**src/rtl/conc_stim_player.sv**
```systemverilog
`default_nettype none
// ============================================================================
// Module   : conc_stim_player
// Purpose  : Opcode stimulus sequencer. A host loads a short opcode program
//            into a small RAM and starts playback; one opcode is issued per
//            clock as {obs, stbi, x_in}. Single-shot and looping playback,
//            halt, and a saturating issued-opcode counter.
// Revision : 1.0 - initial release
// ============================================================================
module conc_stim_player #(
   parameter int DEPTH = 16,
   parameter int AW    = 4
) (
   input  logic          clock,
   input  logic          reset,
   input  logic          wr_en,
   input  logic [AW-1:0] wr_addr,
   input  logic [7:0]    wr_data,
   input  logic [AW:0]   prog_len,
   input  logic          start,
   input  logic          halt,
   input  logic          loop_en,
   output logic [5:0]    x_in,
   output logic          stbi,
   output logic          obs,
   output logic [AW:0]   pc,
   output logic          busy,
   output logic          done,
   output logic [15:0]   issue_cnt
);

   localparam logic [AW:0] DEPTH_W = (AW + 1)'(DEPTH);

   typedef enum logic [1:0] {
      S_IDLE = 2'd0,
      S_RUN  = 2'd1,
      S_DONE = 2'd2
   } state_t;

   state_t      state, state_nx;
   logic [7:0]  ram [DEPTH];
   logic [7:0]  op, op_nx;
   logic [AW:0] len, len_nx;
   logic [AW:0] pc_nx;
   logic        loop_q, loop_nx;
   logic [15:0] cnt_nx;
   logic [15:0] cnt_inc;
   logic [7:0]  ram_pc;
   logic [7:0]  ram_0;
   logic        wr_ok;

   // Writes are only taken while not playing and only for in-range addresses.
   assign wr_ok   = wr_en && (state != S_RUN) && ({1'b0, wr_addr} < DEPTH_W);

   // Reads use the pre-edge contents, so a write coinciding with a start
   // does not affect the opcode issued for entry 0.
   assign ram_pc  = ram[pc[AW-1:0]];
   assign ram_0   = ram[0];
   assign cnt_inc = (issue_cnt == 16'hFFFF) ? issue_cnt : issue_cnt + 16'd1;

   // Opcode RAM: not reset so a program survives a reset pulse.
   always_ff @(posedge clock) begin
      if (wr_ok) begin
         ram[wr_addr] <= wr_data;
      end
   end

   // Next-state, next-opcode, pc and counter decisions.
   always_comb begin
      state_nx = state;
      op_nx    = op;
      len_nx   = len;
      loop_nx  = loop_q;
      pc_nx    = pc;
      cnt_nx   = issue_cnt;
      case (state)
         S_IDLE, S_DONE: begin
            if (halt) begin
               // Halt beats a simultaneous start; from DONE it rewinds pc.
               state_nx = S_IDLE;
               pc_nx    = '0;
               op_nx    = '0;
            end else if (start) begin
               len_nx  = (prog_len > DEPTH_W) ? DEPTH_W : prog_len;
               loop_nx = loop_en;
               if (len_nx == '0) begin
                  state_nx = S_DONE;
                  op_nx    = '0;
                  pc_nx    = '0;
                  cnt_nx   = 16'd0;
               end else begin
                  state_nx = S_RUN;
                  op_nx    = ram_0;
                  pc_nx    = (AW + 1)'(1);
                  cnt_nx   = 16'd1;
               end
            end
         end
         S_RUN: begin
            if (halt) begin
               state_nx = S_IDLE;
               op_nx    = '0;
               pc_nx    = '0;
            end else if (pc < len) begin
               op_nx  = ram_pc;
               pc_nx  = pc + (AW + 1)'(1);
               cnt_nx = cnt_inc;
            end else if (loop_q) begin
               // Wrap straight back to entry 0 with no idle bubble.
               op_nx  = ram_0;
               pc_nx  = (AW + 1)'(1);
               cnt_nx = cnt_inc;
            end else begin
               state_nx = S_DONE;
               op_nx    = '0;
            end
         end
         default: begin
            state_nx = S_IDLE;
            op_nx    = '0;
            pc_nx    = '0;
         end
      endcase
   end

   // State and registered outputs; reset clears them asynchronously.
   always_ff @(posedge clock or posedge reset) begin
      if (reset) begin
         state     <= S_IDLE;
         op        <= '0;
         len       <= '0;
         loop_q    <= 1'b0;
         pc        <= '0;
         issue_cnt <= 16'd0;
      end else begin
         state     <= state_nx;
         op        <= op_nx;
         len       <= len_nx;
         loop_q    <= loop_nx;
         pc        <= pc_nx;
         issue_cnt <= cnt_nx;
      end
   end

   assign obs  = op[7];
   assign stbi = op[6];
   assign x_in = op[5:0];
   assign busy = (state == S_RUN);
   assign done = (state == S_DONE);

endmodule
`default_nettype wire

```
**config.mk**
```make
export PLATFORM = sky130hd
export DESIGN_NAME = conc_stim_player
export DESIGN_NICKNAME = d
export VERILOG_FILES = /design/src/rtl/conc_stim_player.sv
export SDC_FILE = /design/constraint.sdc
export NUM_CORES = 1
export LEC_CHECK = 0
export CORE_ASPECT_RATIO = 1.5
export CORE_UTILIZATION = 63
export DETAILED_ROUTE_END_ITERATION = 6
export PLACE_DENSITY = 0.85
export SLEW_MARGIN = 20
export SYNTH_ARGS = -nofsm -noshare
export SYNTH_HDL_FRONTEND = slang
export SYNTH_SLANG_ARGS = --single-unit
export TNS_END_PERCENT = 1
```
**constraint.sdc**
```tcl
create_clock -name clock -period 5.2 [get_ports clock]
set_input_delay 0.78 -clock clock [delete_from_list [all_inputs] [get_ports clock]]
set_output_delay 0.78 -clock clock [all_outputs]
set_load 0.01 [all_outputs]
```
==> flow_metrics.tcl <==
set metrics [dict create \
    grtUsageTotal 0.290 \
    dp_hpwl_mm 9.75 \
    synth_top_area_share 0.546 \
    slowest_stage "or4b_2" \
    fin_ws_ns 1.93 \
    port_buffers 53 \
    rsz0062_at_grt "false" \
    dr.first_iter.drc_count 216 \
    clock_sinks 165 \
    synth-edff-count 128 \
    cts_buffer_depth 2 \
    insertion_delay_ns 0.42 \
    start_util 0.657 \
    synth_async_sr_flop_share 0.224 \
    first_pass_iters 5 \
    maxCapViolCount 0 \
    ir_drop_mv 0.341 \
    rows 46 \
    crit_arrival_ns 3.33 \
    syn_nets 455 \
    status "complete, no violations" \
    critical-path-top-delay-family "simple AND/OR/NAND/NOR gates" \
    postCtsResizedCells 0 \
    finalHoldViolCount 0 \
    syn_area_sq_um 7040 \
    cts_tree "built" \
    drt-vias-per-instance 6.61 \
    power_leakage_nw 2.86 \
    clk_pin_slew_ns 0.07 \
    powerDensity_nw_per_um2 379 \
    root_buffer "clkbuf_16" \
    ioPinCount 54 \
    drt_wl_total_mm 15.6 \
    die_y_microns 131 \
    power.internal_mw 2.39 \
    diodes 0 \
    grt_pass1_wl_mm 23.9 \
    yosys_warnings 0 \
    place_area_sq_um 7700 \
    hp-class "flip-flop to flip-flop" \
    finClkSkew_ns 0.00932 \
    fin_nets 515 \
    combPwrFrac 0.109 \
    top_layer_used "met4" \
    ys_seq_area_frac 0.678 \
    yosys.area.top_type "edfxtp_1" \
    timing.critical_path.buf_inv 1 \
    dieArea_sq_um 11600 \
    cts_hold_buf 0 \
    fp.dieW_microns 88.3 \
    pwr-share-clk 0.414 \
    netSwitchingFraction 0.241 \
    syn_to_final_growth_pct 18.4 \
    worst_pin_slew_ns 1.06 \
    wl_met1_mm 5.39 \
    vias 4249 \
    cp-end-kind "flip-flop" \
    grt_start_max_net_pins 38 \
    ys.flop_type "edfxtp_1" \
    cp.depth 4 \
    timing.setup.tns_ns 0 \
    pre_cts_ws_ns 1.73 \
    cts-buffers-inserted 17 \
    h-tree-depth 4 \
    ant_nets 0 \
    synthCells 426 \
    switching_power_uw 760 \
    antenna_found_initial 0 \
    start_kind "flip-flop" \
    finalCriticalPeriod_ns 3.27 \
    period_share 0.630 \
    syn_area_per_cell_sq_um 16.5 \
    wire_per_inst_microns 24.3 \
    drv_slew 0 \
    cpPeakStageDelay_ns 0.79 \
    synth_area_leaders "edfxtp_1 55%, dfrtp_1 13%, mux4_2 10%" \
    crit_chain "nand2b_1, clkinv_1, or4b_2, nor2_1" \
    synth_commonest_cells "128 x edfxtp_1, 37 x dfrtp_1, 32 x mux4_2, 24 x nand2_1, 24 x nor2_1" \
    core_sq_um 10700 \
    yosysMostFrequentCell "edfxtp_1" \
    grt_overflow_total 0 \
    layout-drive-gt1-share 0.180 \
    gp_congestion 0.818 \
    met2_length_mm 8.80 \
    setup_viol_count_final 0 \
    slew-limit-headroom 0.292 \
    crit_required_ns 5.25 \
    holdPathStages 1 \
    post_cts_buffers 0 \
    final_util 0.778 \
    worst-path-max-fanout 13 \
    postLayoutCellArea_sq_um 8330 \
    grt_pass1_vias 4439 \
    ys_ff_latch 165 \
    met3WireLength_microns 940 \
    ys_types 52 \
    seqPwrFrac 0.477 \
    r2r_cells 4 \
    critical_path_class "flip-flop to flip-flop" \
    max_freq_ghz 0.305 \
    drc 0 \
]
-- worst register-to-register path, delay by kind of cell, from the launching register on --
family	cells	cell delay [ns]
buffers and inverters	1	0.45
flip-flops	1	0.48
AND/OR/NAND/NOR	3	1.98
-- logic make-up after synthesis --
family          synth area share
simple gates              0.0791
xor+xnor                 0.00249
flops                      0.678
compound gates            0.0868
mux                        0.122
fa+ha+maj                 0.0107
buf+inv                   0.0208
-- layer usage --
| layer | track usage | up-vias |
|---|---|---|
| met5 | 0 | - |
| met4 | 0.118 | 0 |
| met3 | 0.0685 | 45 |
| met2 | 0.506 | 215 |
| met1 | 0.336 | 2151 |
| li1 | - | 1838 |
-- final cells by class --
| cell class | count | area [sq um] |
|---|---|---|
| sequential | 165 | 4770 |
| fill | 640 | 2380 |
| multi-input combinational | 231 | 2130 |
| timing repair buffer | 61 | 591 |
| clock buffer | 17 | 425 |
| clock inverter | 15 | 194 |
| tap | 144 | 180 |
| inverter | 10 | 37.5 |
-- flip-flops by register name, summed over array words and instances, names as in the netlist --
name	flops
ram	128
issue_cnt	16
op	8
len	5
pc	5
state	2
loop_q	1
-- layout by cell type, fill, tap and decap left out, drive strengths merged, types with 2 or more instances in the layout --
| cell | synthesis | layout |
|---|---|---|
| a221o | 8 | 8 |
| o21a | 2 | 2 |
| mux4 | 32 | 32 |
| nand2b | 5 | 5 |
| inv | 9 | 15 |
| nand2 | 24 | 24 |
| a31oi | 5 | 5 |
| or4 | 2 | 2 |
| a31o | 5 | 5 |
| nand3b | 6 | 6 |
| mux2i | 14 | 14 |
| nand3 | 8 | 8 |
| clkbuf | 6 | 17 |
| and3 | 2 | 2 |
| and4 | 3 | 3 |
| nand4 | 5 | 5 |
| dfrtp | 37 | 37 |
| buf | 14 | 8 |
| a211oi | 19 | 19 |
| bufinv | 0 | 3 |
| clkdlybuf4s50 | 0 | 53 |
| nor3b | 3 | 3 |
| nor3 | 6 | 6 |
| clkinv | 1 | 6 |
| nand4b | 2 | 2 |
| o21ai | 10 | 10 |
| xnor2 | 2 | 2 |
| edfxtp | 128 | 128 |
| a21oi | 10 | 10 |
| nor2b | 10 | 10 |
| a2111oi | 2 | 2 |
| ha | 6 | 6 |
| nor2 | 24 | 24 |
| o22ai | 2 | 2 |
| a32o | 4 | 4 |
-- power by group through the flow --
stage               registers (mW)  logic [mW]  clock network (mW)
global route                  1.51       0.372                1.37
global placement              1.53       0.328                   0
finish                        1.50       0.345                1.30
CTS                           1.50       0.348                1.31
detailed placement            1.53       0.342                   0
floorplan                     1.52       0.219                   0
-- per-stage QoR --
stage               hold slack (ns)  cells  total power, mW
CTS                           0.501    643             3.16
detailed placement            0.486    611             1.87
global placement              0.469    611             1.86
finish                        0.500    643             3.15
global route                  0.512    643             3.25
floorplan                     0.430    426             1.74
-- path summary, 6_finish.rpt --
| path | from | end | slack (ns) |
|---|---|---|---|
| worst max-delay path | state[0] | ram[12][7] | 1.93 |
| worst min-delay path | issue_cnt[15] | issue_cnt[15] | 0.50 |
| worst max register to register | state[0] | ram[12][7] | 1.93 |
| worst min register to register | issue_cnt[15] | issue_cnt[15] | 0.50 |
| max in group asynchronous | reset | pc[0] | 4.05 |
| min in group asynchronous | reset | len[1] | 0.79 |
Note: power is estimated with default switching activity, not from simulation.
